==> src/rtl/gray_pkg.sv <==
// Shared types and Gray/binary helpers for the gray_counter block set.
// Helpers work on a wide word so any WIDTH below GRAY_MAX_WIDTH can use them.
package gray_pkg;

  localparam int GRAY_DEFAULT_WIDTH = 4;
  localparam int GRAY_MAX_WIDTH     = 64;

  typedef logic [GRAY_MAX_WIDTH-1:0] gray_word_t;

  typedef enum logic [1:0] {
    CNT_HOLD,
    CNT_LOAD,
    CNT_UP,
    CNT_DOWN
  } cnt_op_t;

  function automatic gray_word_t bin2gray(input gray_word_t b);
    return b ^ (b >> 1);
  endfunction

  // Zero-extended inputs keep the upper prefix at 0, so the low WIDTH bits are exact.
  function automatic gray_word_t gray2bin(input gray_word_t g);
    gray_word_t r;
    r[GRAY_MAX_WIDTH-1] = g[GRAY_MAX_WIDTH-1];
    for (int i = GRAY_MAX_WIDTH - 2; i >= 0; i--) begin
      r[i] = r[i+1] ^ g[i];
    end
    return r;
  endfunction

endpackage

==> src/rtl/gray_to_bin_stage.sv <==
// One-cycle registered Gray-to-binary conversion channel (valid + data register).
// Data holds its last value whenever no request is presented.
module gray_to_bin_stage
  import gray_pkg::*;
#(
  parameter int WIDTH = GRAY_DEFAULT_WIDTH
) (
  input  logic             clk,
  input  logic             reset,
  input  logic             req_valid,
  input  logic [WIDTH-1:0] req_gray,
  output logic             res_valid,
  output logic [WIDTH-1:0] res_bin
);

  logic                            valid_reg;
  logic [WIDTH-1:0]                bin_reg;
  logic [WIDTH-1:0]                bin_next;
  logic [GRAY_MAX_WIDTH-WIDTH-1:0] unused_bin_hi;

  always_comb begin
    {unused_bin_hi, bin_next} = gray2bin(gray_word_t'(req_gray));
  end

  always_ff @(posedge clk) begin
    if (reset) begin
      valid_reg <= 1'b0;
      bin_reg   <= '0;
    end else begin
      valid_reg <= req_valid;
      if (req_valid) begin
        bin_reg <= bin_next;
      end
    end
  end

  assign res_valid = valid_reg;
  assign res_bin   = bin_reg;

endmodule

==> src/rtl/gray_counter.sv <==
// Registered Gray-code up/down counter with parallel load and wrap pulse, plus an
// independent conversion channel. Define GRAY_CNT_SAT_EN to saturate instead of wrapping.
module gray_counter
  import gray_pkg::*;
#(
  parameter int WIDTH = GRAY_DEFAULT_WIDTH
) (
  input  logic             clk,
  input  logic             reset,
  input  logic             en,
  input  logic             up,
  input  logic             load,
  input  logic [WIDTH-1:0] load_bin,
  output logic [WIDTH-1:0] gray,
  output logic [WIDTH-1:0] bin,
  output logic             wrap,
  input  logic             conv_valid_in,
  input  logic [WIDTH-1:0] conv_gray_in,
  output logic             conv_valid_out,
  output logic [WIDTH-1:0] conv_bin_out
);

  localparam logic [WIDTH-1:0] ALL_ONES = '1;

  cnt_op_t                         op;
  logic [WIDTH-1:0]                bin_reg, bin_next;
  logic [WIDTH-1:0]                gray_reg, gray_next;
  logic                            wrap_reg, wrap_next;
  logic [GRAY_MAX_WIDTH-WIDTH-1:0] unused_gray_hi;

  always_comb begin
    op = CNT_HOLD;
    if (load) begin
      op = CNT_LOAD;
    end else if (en) begin
      op = up ? CNT_UP : CNT_DOWN;
    end
  end

  // Gray is derived from the next binary value so both registers update together.
  always_comb begin
    bin_next  = bin_reg;
    wrap_next = 1'b0;
    case (op)
      CNT_LOAD: bin_next = load_bin;
      CNT_UP: begin
        if (bin_reg == ALL_ONES) begin
          wrap_next = 1'b1;
`ifdef GRAY_CNT_SAT_EN
          bin_next = bin_reg;
`else
          bin_next = '0;
`endif
        end else begin
          bin_next = bin_reg + WIDTH'(1);
        end
      end
      CNT_DOWN: begin
        if (bin_reg == '0) begin
          wrap_next = 1'b1;
`ifdef GRAY_CNT_SAT_EN
          bin_next = bin_reg;
`else
          bin_next = ALL_ONES;
`endif
        end else begin
          bin_next = bin_reg - WIDTH'(1);
        end
      end
      default: bin_next = bin_reg;
    endcase
    {unused_gray_hi, gray_next} = bin2gray(gray_word_t'(bin_next));
  end

  always_ff @(posedge clk) begin
    if (reset) begin
      bin_reg  <= '0;
      gray_reg <= '0;
      wrap_reg <= 1'b0;
    end else begin
      bin_reg  <= bin_next;
      gray_reg <= gray_next;
      wrap_reg <= wrap_next;
    end
  end

  assign bin  = bin_reg;
  assign gray = gray_reg;
  assign wrap = wrap_reg;

  gray_to_bin_stage #(
    .WIDTH(WIDTH)
  ) u_conv (
    .clk      (clk),
    .reset    (reset),
    .req_valid(conv_valid_in),
    .req_gray (conv_gray_in),
    .res_valid(conv_valid_out),
    .res_bin  (conv_bin_out)
  );

endmodule

==> config.mk <==
export PLATFORM = sky130hd
export DESIGN_NAME = gray_counter
export DESIGN_NICKNAME = d
export VERILOG_FILES = /design/src/rtl/gray_pkg.sv /design/src/rtl/gray_to_bin_stage.sv /design/src/rtl/gray_counter.sv
export SDC_FILE = /design/constraint.sdc
export NUM_CORES = 1
export LEC_CHECK = 0
export ABC_AREA = 1
export CORE_MARGIN = 8
export CORE_UTILIZATION = 30
export DETAILED_ROUTE_END_ITERATION = 8
export MAX_ROUTING_LAYER = met4
export PLACE_DENSITY_LB_ADDON = 0.3
export SLEW_MARGIN = 10
export SYNTH_ARGS = -nofsm -noshare
export SYNTH_HDL_FRONTEND = slang
export SYNTH_HIERARCHICAL = 1
export SYNTH_SLANG_ARGS = --single-unit
==> constraint.sdc <==
create_clock -name clk -period 1.5 [get_ports clk]
set_clock_uncertainty 0.1 [all_clocks]
set_input_delay 0.15 -clock clk [delete_from_list [all_inputs] [get_ports clk]]
set_output_delay 0.15 -clock clk [all_outputs]
set_load 0.01 [all_outputs]
==> Yosys cells after proc, flatten, opt, wreduce, memory -nomap -nowiden <==
Cells that the tools add are included.
W data, S select, Z words.
{ "totals": {"reg_bits": 14, "input_bits": 14, "out_inout_bits": 14, "word_cells": 25} }
{ "op_classes": {"n_addsub": 2, "eq_ne": 4, "mux": 9, "n_bitwise": 4, "n_reduce_logical": 1} }
{ "ops": {"columns": ["cell", "n"], "rows": [
  ["$pmux W4 S3", 1],
  ["$mux W4", 2],
  ["$add A4 B1 Y4 const B", 1],
  ["$eq A2 B2 Y1 const B", 2],
  ["$eq A4 B4 Y1 const B", 1],
  ["$logic_not A4 Y1", 1],
  ["$mux W2", 2],
  ["$sub A4 B1 Y4 const B", 1],
  ["$xor A4 B3 Y4", 1],
  ["$mux W1", 3],
  ["$xor A1 B1 Y1", 3],
  ["$eq A2 B1 Y1 const B", 1],
  ["$pmux W1 S2", 1]
]} }

==> Depth between registers and ports, before layout <==
Gate-level depths: netlist of the first run.
{ "depth": {"word_depth": 6, "mapped_depth": 10, "mapped_depth_nobuf": 10} }

==> Modules after synthesis <==
The synthesis of the first run kept the hierarchy.
{ "by_module_without_submodules": {"columns": ["mod", "n_inst", "cells_each", "area_each_um2", "seq_area_each_um2"], "rows": [
  ["gray_counter", 1, 81, 553.0, 160.2],
  ["gray_to_bin_stage", 1, 39, 250.2, 100.1]
]} }

==> Least setup slack after synthesis of the first run <==
Ideal clock, no wire load.
{ "synth_path": {"kind": "reg2reg", "startpoint": "register bin_reg[0] (netlist: bin[0])", "endpoint": "register gray_reg[0] (netlist: gray[0])", "setup_time_ns": 0.114, "arrival_ns": 1.318, "t_required_ns": 1.286, "path_slack_ns": -0.032, "path_stages_with_launch": 9, "n_path_buf": 0, "period_less_slack_ns": 1.532, "path_cell_list": "dfxtp_1 inv_1 ha_1 inv_1 nor3_1 o21ai_0 nand4_1 nor2_1 nor2_2"} }
{ "synth_via": {"elab_chain_cells": 4, "elab_cells_between_ends": 8, "cone_classes": "2 x add/sub; 1 x eq/ne; 3 x mux; 1 x bitwise; 1 x reduce/logical"} }
{ "synth_lines": {"columns": ["item", "line_no", "rtl"], "rows": [
  ["start, declared", "gray_counter.sv:26", "logic [WIDTH-1:0] bin_reg, bin_next;"],
  ["start signal, assigned", "gray_counter.sv:81", "bin_reg <= bin_next;"],
  ["$sub A4 B1 Y4, or another cell as far along", "gray_counter.sv:67", "bin_next = bin_reg - WIDTH'(1);"],
  ["$mux W4, on equally long branches", "gray_counter.sv:59, gray_counter.sv:47", null],
  ["$pmux W4 S3 *", "gray_counter.sv:44", "case (op)"],
  ["$xor A4 B3 Y4 *", "gray_pkg.sv:18", "return b ^ (b >> 1);"],
  ["end signal, assigned", "gray_counter.sv:82", "gray_reg <= gray_next;"],
  ["end, declared", "gray_counter.sv:27", "logic [WIDTH-1:0] gray_reg, gray_next;"]
]} }
Mark *: on every way between the ends. The rest lies on a longest branch, timed or not.
A chain may end at the register's enable or synchronous reset.

==> Final worst setup path of the first run <==
{ "layout_path": {"startpoint": "register bin_reg[3] (netlist: bin[3])", "endpoint": "output port bin[3]"} }
{ "layout_lines": {"columns": ["item", "line_no", "rtl"], "rows": [
  ["end, declared", "gray_counter.sv:15", "output logic [WIDTH-1:0] bin,"]
]} }
No word-level cell between the ends.

==> results of run 1 <==
-- cell families (layout without fill, tap and decap cells) --
kind of cell	Yosys count	after routing	synth area share, %
adders and majority gates	2	2	3.115
AOI/OAI and AO/OA	9	9	7.166
and+or+nand+nor	74	74	44.70
buffers and inverters	22	57	12.62
DFF	13	13	32.40
-- synth_stat cells, types with 2 or more instances --
master | instances | area, um2
nand4_1 | 2 | 12.51
ha_1 | 2 | 25.02
nor2_1 | 19 | 71.32
nand3_2 | 4 | 40.04
buf_6 | 2 | 22.52
inv_2 | 5 | 18.77
nand2_2 | 3 | 18.77
nand2_1 | 23 | 86.33
nor2_2 | 3 | 18.77
a21oi_1 | 3 | 15.01
inv_1 | 14 | 52.55
o21ai_2 | 2 | 17.52
o21ai_0 | 2 | 10.01
dfxtp_1 | 13 | 260.3
nand3_1 | 15 | 75.07
-- layout make-up --
class                           count  area (um2)  share of cell area (%)
Tap cell                           30       37.54                   3.109
Timing Repair Buffer               34       319.1                   26.42
Clock buffer                        4       26.28                   2.176
Multi-Input combinational cell     85       480.5                   39.79
Sequential cell                    13       272.8                   22.59
Inverter                           19       71.32                   5.907
-- final timing paths --
| check | cells past startpoint | from | slack, ns | endpoint |
|---|---|---|---|---|
| worst max-delay path | 1 | bin[3]$_SDFF_PP0_ | 0.05 | bin[3] |
| worst min-delay path | 2 | u_conv/res_bin[3]$_SDFFE_PP0P_ | 0.40 | u_conv/res_bin[3]$_SDFFE_PP0P_ |
| worst max register to register | 8 | bin[0]$_SDFF_PP0_ | 0.06 | gray[2]$_SDFF_PP0_ |
| worst min register to register | 2 | u_conv/res_bin[3]$_SDFFE_PP0P_ | 0.40 | u_conv/res_bin[3]$_SDFFE_PP0P_ |
-- metrics by stage --
stage	area [um2]	power [W]	hold WS (ns)	worst slack [ns]	utilization, %
finish	1207	0.0009144	0.3978	0.04530	48.30
global route	1207	0.0009830	0.4138	-0.04547	48.30
CTS	1174	0.0009185	0.4034	0.007275	46.95
detailed placement	1135	0.0007014	0.3917	-0.1189	45.40
global placement	1135	0.0006936	0.3896	-0.1065	45.40
floorplan	804.5	0.0005573	0.1212	0.01700	-
-- power by group --
part           total [W]  switching (W)  internal, W
Combinational   0.000308       0.000150     0.000158
Sequential      0.000400      0.0000265     0.000374
Clock           0.000206       0.000104     0.000103
Total           0.000914       0.000280     0.000634
-- routing by layer --
layer  wire [um]  GRT usage (%)  part of all wire [%]  up-vias
met4          16          3.916                  0.78        0
met1         887          10.31                    43      379
li1            -              -                     -      449
met5           0              -                     0        -
met2        1002          15.27                    49       15
met3         138          3.146                   6.8        2
-- repair_timing --
item / 4_1_cts / 5_1_grt
pin swaps: 2 / 6
gates resized for setup: 12 / 9
endpoints found under the setup margin: 8 / 7
==> metrics.md, run 1 <==
| Metric | Value |
|---|---|
| Status | `completed` |
| All-Layer GR Usage | `9.415%` |
| Syn nets | `136` |
| WS Path Type | `reg -> out` |
| Max Cap Viol | `0` |
| Post CTS Setup Buffer Count | `0` |
| Peak VDD IR | `0.4283 mV` |
| Initial antenna violation count | `0` |
| Antenna Diode Count | `0` |
| Die height | `67.75 um` |
| HPWL Detailed | `1676 um` |
| Worst Tran Pin Value | `0.2926 ns` |
| Vias in the first global route | `801` |
| RSZ-0062 raised after global routing | `yes` |
| Vias | `845` |
| Max incr delay on CP | `0.55 ns` |
| Setup TNS | `0 ns` |
| Critical path's top delay family | `buffers and inverters` |
| Area growth syn-to-layout | `50.31%` |
| CP max stage cell | `clkdlybuf4s50_1` |
| Top FF cell, synth | `dfxtp_1` |
| CP Max Fanout | `7` |
| Fin crit share | `96.98%` |
| Wirelength per Cell | `11.05 um` |
| Crit-path cells | `clkdlybuf4s50_1` |
| Vias per cell | `4.568` |
| Final hold violations | `0` |
| Core area | `2500 um2` |
| Power density over the cells | `757.4 nW/um2` |
| Min cycle time layout | `1.455 ns` |
| P_leak | `0.5541 nW` |
| Critical Path AT | `1.20 ns` |
| Cts hold-fix bufs | `0` |
| Std-Cell Rows | `18` |
| CP startpoint kind | `flip-flop` |
| Die Wd | `67.75 um` |
| Most common cell after layout, fill and taps aside | `clkdlybuf4s50_1` |
| Yosys reg bits | `13` |
| Required @ worst endpoint | `1.25 ns` |
| Pin count of the biggest net entering global routing | `11` |
| Worst path buffer plus inverter count | `1` |
| # IOs | `28` |
| Die ar. | `4589 um2` |
| Layout fillers | `276` |
| DRC | `0` |
| Avg Cell Area, Syn | `6.694 um2` |
| Worst skew pair latency | `0.26 ns` |
| CP endpoint kind | `output port` |
| H-tree depth | `1` |
| Drt total wl | `2044 um` |
| Placed cells | `181` |
| Non-filler cells, final | `185` |
| Setup violators final | `0` |
| Slew Limit Fails | `0` |
| Number of buffers created by CTS | `3` |
| Mapped Area | `803.3 um2` |
| Layout Nets | `172` |
| Post-synth EDFFs | `0` |
| Worst-path clk slew | `0.08 ns` |
| Synth unique cells | `23` |
| Async set-reset flop share out of synthesis | `0%` |
| Post-Synthesis Cells | `120` |
| Clock sinks | `13` |
| PortBufs | `27` |
| Tightest Hold Check Type | `reg -> reg` |
| First-pass GRT wire length | `3312 um` |
| Max Root-Sink Buffers | `2` |
| Starting DRT DRC Count | `17` |
| Gp weighted congestion | `0.8653` |
| ANT nets after route | `0` |
| Most frequent cells in the layout | `clkdlybuf4s50_1 (24), nand2_1 (22), nor2_1 (19), nand3_1 (15), inv_1 (11)` |
| Post-synthesis sequential area ratio | `32.40%` |
| Starting Density | `32.13%` |
| TritonCTS clock tree | `built` |
| Fraction of layout instances using a drive strength above 1 | `25.81%` |
| Yosys warns | `6` |
| Slew headroom | `80.43%` |
| Root buffer cell | `clkbuf_4` |
| Fmax | `0.6874 GHz` |
| Drt pass-1 iters | `4` |
| Grt ovf | `0` |
Note: power is estimated with default switching activity, not from simulation.
==> inputs of run 2 (changes only) <==
CORE_UTILIZATION = 39   (was 30)
==> run 2 against run 1 <==
Fmax rose by 3.1%. Critical path type unchanged. Via count rose by 5.1%. Register-to-register slack improved by 0.03 ns. Combinational power rose by 10%. First-iteration DRC count rose by 12%. Highest routed layer unchanged.
==> metrics.md, run 2 (synthesis gave the netlist of run 1 again) <==
| Metric | Value |
|---|---|
| Status | `completed` |
| Grt ovf | `0 (unchanged)` |
| Die ar. | `3768 um2 (-18%)` |
| CP Max Fanout | `4 (-3)` |
| Layout Utilization | `65.31% (+17 points)` |
| CP startpoint kind | `flip-flop` |
| TritonCTS clock tree | `built` |
| First-pass GRT wire length | `3174 um (-4.2%)` |
| Drt pass-1 iters | `4 (unchanged)` |
| Core area | `1962 um2 (-22%)` |
| Fraction of layout instances using a drive strength above 1 | `28.75% (+2.9 points)` |
| Layout Nets | `177 (+2.9%)` |
| Peak VDD IR | `0.5868 mV (+37%)` |
| HPWL Detailed | `1689 um (+0.76%)` |
| # IOs | `28 (unchanged)` |
| Cts hold-fix bufs | `0 (unchanged)` |
| Starting DRT DRC Count | `19 (+2)` |
| Fmax | `0.7090 GHz (+3.1%)` |
| Power density over the cells | `744.2 nW/um2 (-1.7%)` |
| Drt total wl | `2183 um (+6.8%)` |
| Setup violators final | `0 (unchanged)` |
| PortBufs | `27 (unchanged)` |
| All-Layer GR Usage | `11.47% (+2.1 points)` |
| Wirelength per Cell | `11.67 um (+5.7%)` |
| Reg2Reg Setup Slack | `0.09 ns (+0.03 ns)` |
| Number of buffers created by CTS | `3 (unchanged)` |
| CP endpoint kind | `output port` |
| Hold Path Origin | `u_conv/res_bin[3]$_SDFFE_PP0P_` |
| Slew headroom | `80.22% (-0.21 points)` |
| Reg2Reg Capture Point | `gray[0]$_SDFF_PP0_` |
| Critical path's top delay family | `buffers and inverters` |
| Reg2reg start | `bin[0]$_SDFF_PP0_` |
| Tightest Hold Check Type | `reg -> reg` |
| Min cycle time layout | `1.411 ns (-0.04417 ns)` |
| Max incr delay on CP | `0.37 ns (-0.18 ns)` |
| Vias | `888 (+5.1%)` |
| Max Root-Sink Buffers | `2 (unchanged)` |
| Worst-path clk slew | `0.08 ns (about the same)` |
| Most frequent cells in the layout | `nand2_1 (22), clkdlybuf4s50_1 (22), nor2_1 (18), nand3_1 (15), buf_4 (12)` |
| Die Wd | `61.39 um (-9.4%)` |
| P_leak | `0.6338 nW (+14%)` |
| Worst setup margin | `0.08947 ns (+0.04417 ns)` |
| Worst Tran Pin Value | `0.2957 ns (+0.003092 ns)` |
| Crit-path cells | `buf_4, buf_4, dlygate4sd2_1` |
| CP max stage cell | `dfxtp_4` |
| Seq. cell area | `275.3 um2 (+0.92%)` |
| Worst skew pair latency | `0.27 ns (about the same)` |
| Max Cap Viol | `0 (unchanged)` |
| Hold endpoint | `u_conv/res_bin[3]$_SDFFE_PP0P_` |
| H-tree depth | `1 (unchanged)` |
| Vias in the first global route | `759 (-5.2%)` |
| Critical Path AT | `1.16 ns (-0.04 ns)` |
| Std-Cell Rows | `16 (-2)` |
| Most used cell along the critical path | `buf_4` |
| Pin count of the biggest net entering global routing | `10 (-1)` |
| Slew Limit Fails | `0 (unchanged)` |
| Starting Density | `40.94% (+8.8 points)` |
| Area occupied by multi-input gates | `504.2 um2 (+4.9%)` |
| Worst path buffer plus inverter count | `3 (+2)` |
| Area growth syn-to-layout | `59.50%` |
| Required @ worst endpoint | `1.25 ns (about the same)` |
| Gp weighted congestion | `0.8531 (-1.4%)` |
| Layout fillers | `197 (-29%)` |
| Die height | `61.39 um (-9.4%)` |
| DRC | `0 (unchanged)` |
| Pre-CTS setup slack | `-0.1262 ns (-0.007382 ns)` |
| Hold depth | `2 (unchanged)` |
| ANT nets after route | `0 (unchanged)` |
| Initial antenna violation count | `0 (unchanged)` |
| Clock sinks | `13 (unchanged)` |
| WS Path Type | `reg -> out` |
| Antenna Diode Count | `0 (unchanged)` |
| Vias per cell | `4.749 (+4.0%)` |
| Final hold violations | `0 (unchanged)` |
| Root buffer cell | `clkbuf_4` |
| Fin crit share | `94.04% (-2.9 points)` |
| Worst Reg2Reg Path Length in Cells | `7 (-1)` |
run 2: changes by cell type in the layout (fill, tap and decap cells not counted), moves of 2 or more:
cell             change
inv_2                -2
inv_4                +2
clkdlybuf4s50_1      -2
dlymetal6s2s_1       +3
buf_4                +5
run 2: worst max path at each step:
stage	end	slack (ns)	startpoint	cells past startpoint
3_3_place_gp	gray[0]$_SDFF_PP0_	-0.12	en	8
5_1_grt	gray[0]$_SDFF_PP0_	-0.005	bin[0]$_SDFF_PP0_	9
3_5_place_dp	gray[0]$_SDFF_PP0_	-0.13	en	8
2_1_floorplan	gray[0]$_SDFF_PP0_	0.02	bin[1]$_SDFF_PP0_	8
6_report	bin[0]	0.09	bin[0]$_SDFF_PP0_	3
4_1_cts	bin[2]	0.004	bin[2]$_SDFF_PP0_	1
run 2: final cells by class:
| class | count | area share [%] |
|---|---|---|
| Multi-Input combinational cell | 85 | 39.36 |
| Timing Repair Buffer | 39 | 28.52 |
| Sequential cell | 13 | 21.48 |
| Inverter | 19 | 5.957 |
| Tap cell | 27 | 2.637 |
| Clock buffer | 4 | 2.051 |
run 2: through the flow:
step	cell area [um2]	instances	hold WS, ns	total power [W]	setup TNS [ns]
6_report	1281	187	0.4130	0.0009535	0
2_1_floorplan	804.5	120	0.1212	0.0005573	0
4_1_cts	1199	186	0.4155	0.0009330	0
5_1_grt	1281	187	0.4366	0.001014	-0.004907
3_3_place_gp	1161	182	0.3819	0.0007083	-0.5338
3_5_place_dp	1161	182	0.4056	0.0007122	-0.5039
run 2: worst reg2reg max path: cells and delay by family, from the launching register on:
family        cells  cell delay (ns)
flops             1             0.39
simple gates      6             0.66
fa+ha+maj         1             0.15
run 2: power breakdown:
part / total (W) / internal [W] / leakage (nW) / switching [W]
Combinational: 0.000339 / 0.000176 / 0.508 / 0.000163
Sequential: 0.000402 / 0.000373 / 0.110 / 0.0000284
Clock: 0.000212 / 0.000103 / 0.0150 / 0.000110
Total: 0.000953 / 0.000652 / 0.634 / 0.000301
run 2: per-layer routing:
metal	global-route usage (%)	wire length [um]	up-vias
met5	-	0	-
met4	4.870	14	0
met3	2.505	91	2
met2	17.46	1141	17
met1	14.22	935	406
li1	-	-	463
run 2: timing repair:
| item | 4_1_cts | 5_1_grt |
|---|---|---|
| gates resized for setup | 10 | 20 |
| gates cloned | 0 | 0 |
| setup buffers | 0 | 1 |
| pin swaps | 2 | 6 |
| setup endpoints to repair | 7 | 8 |
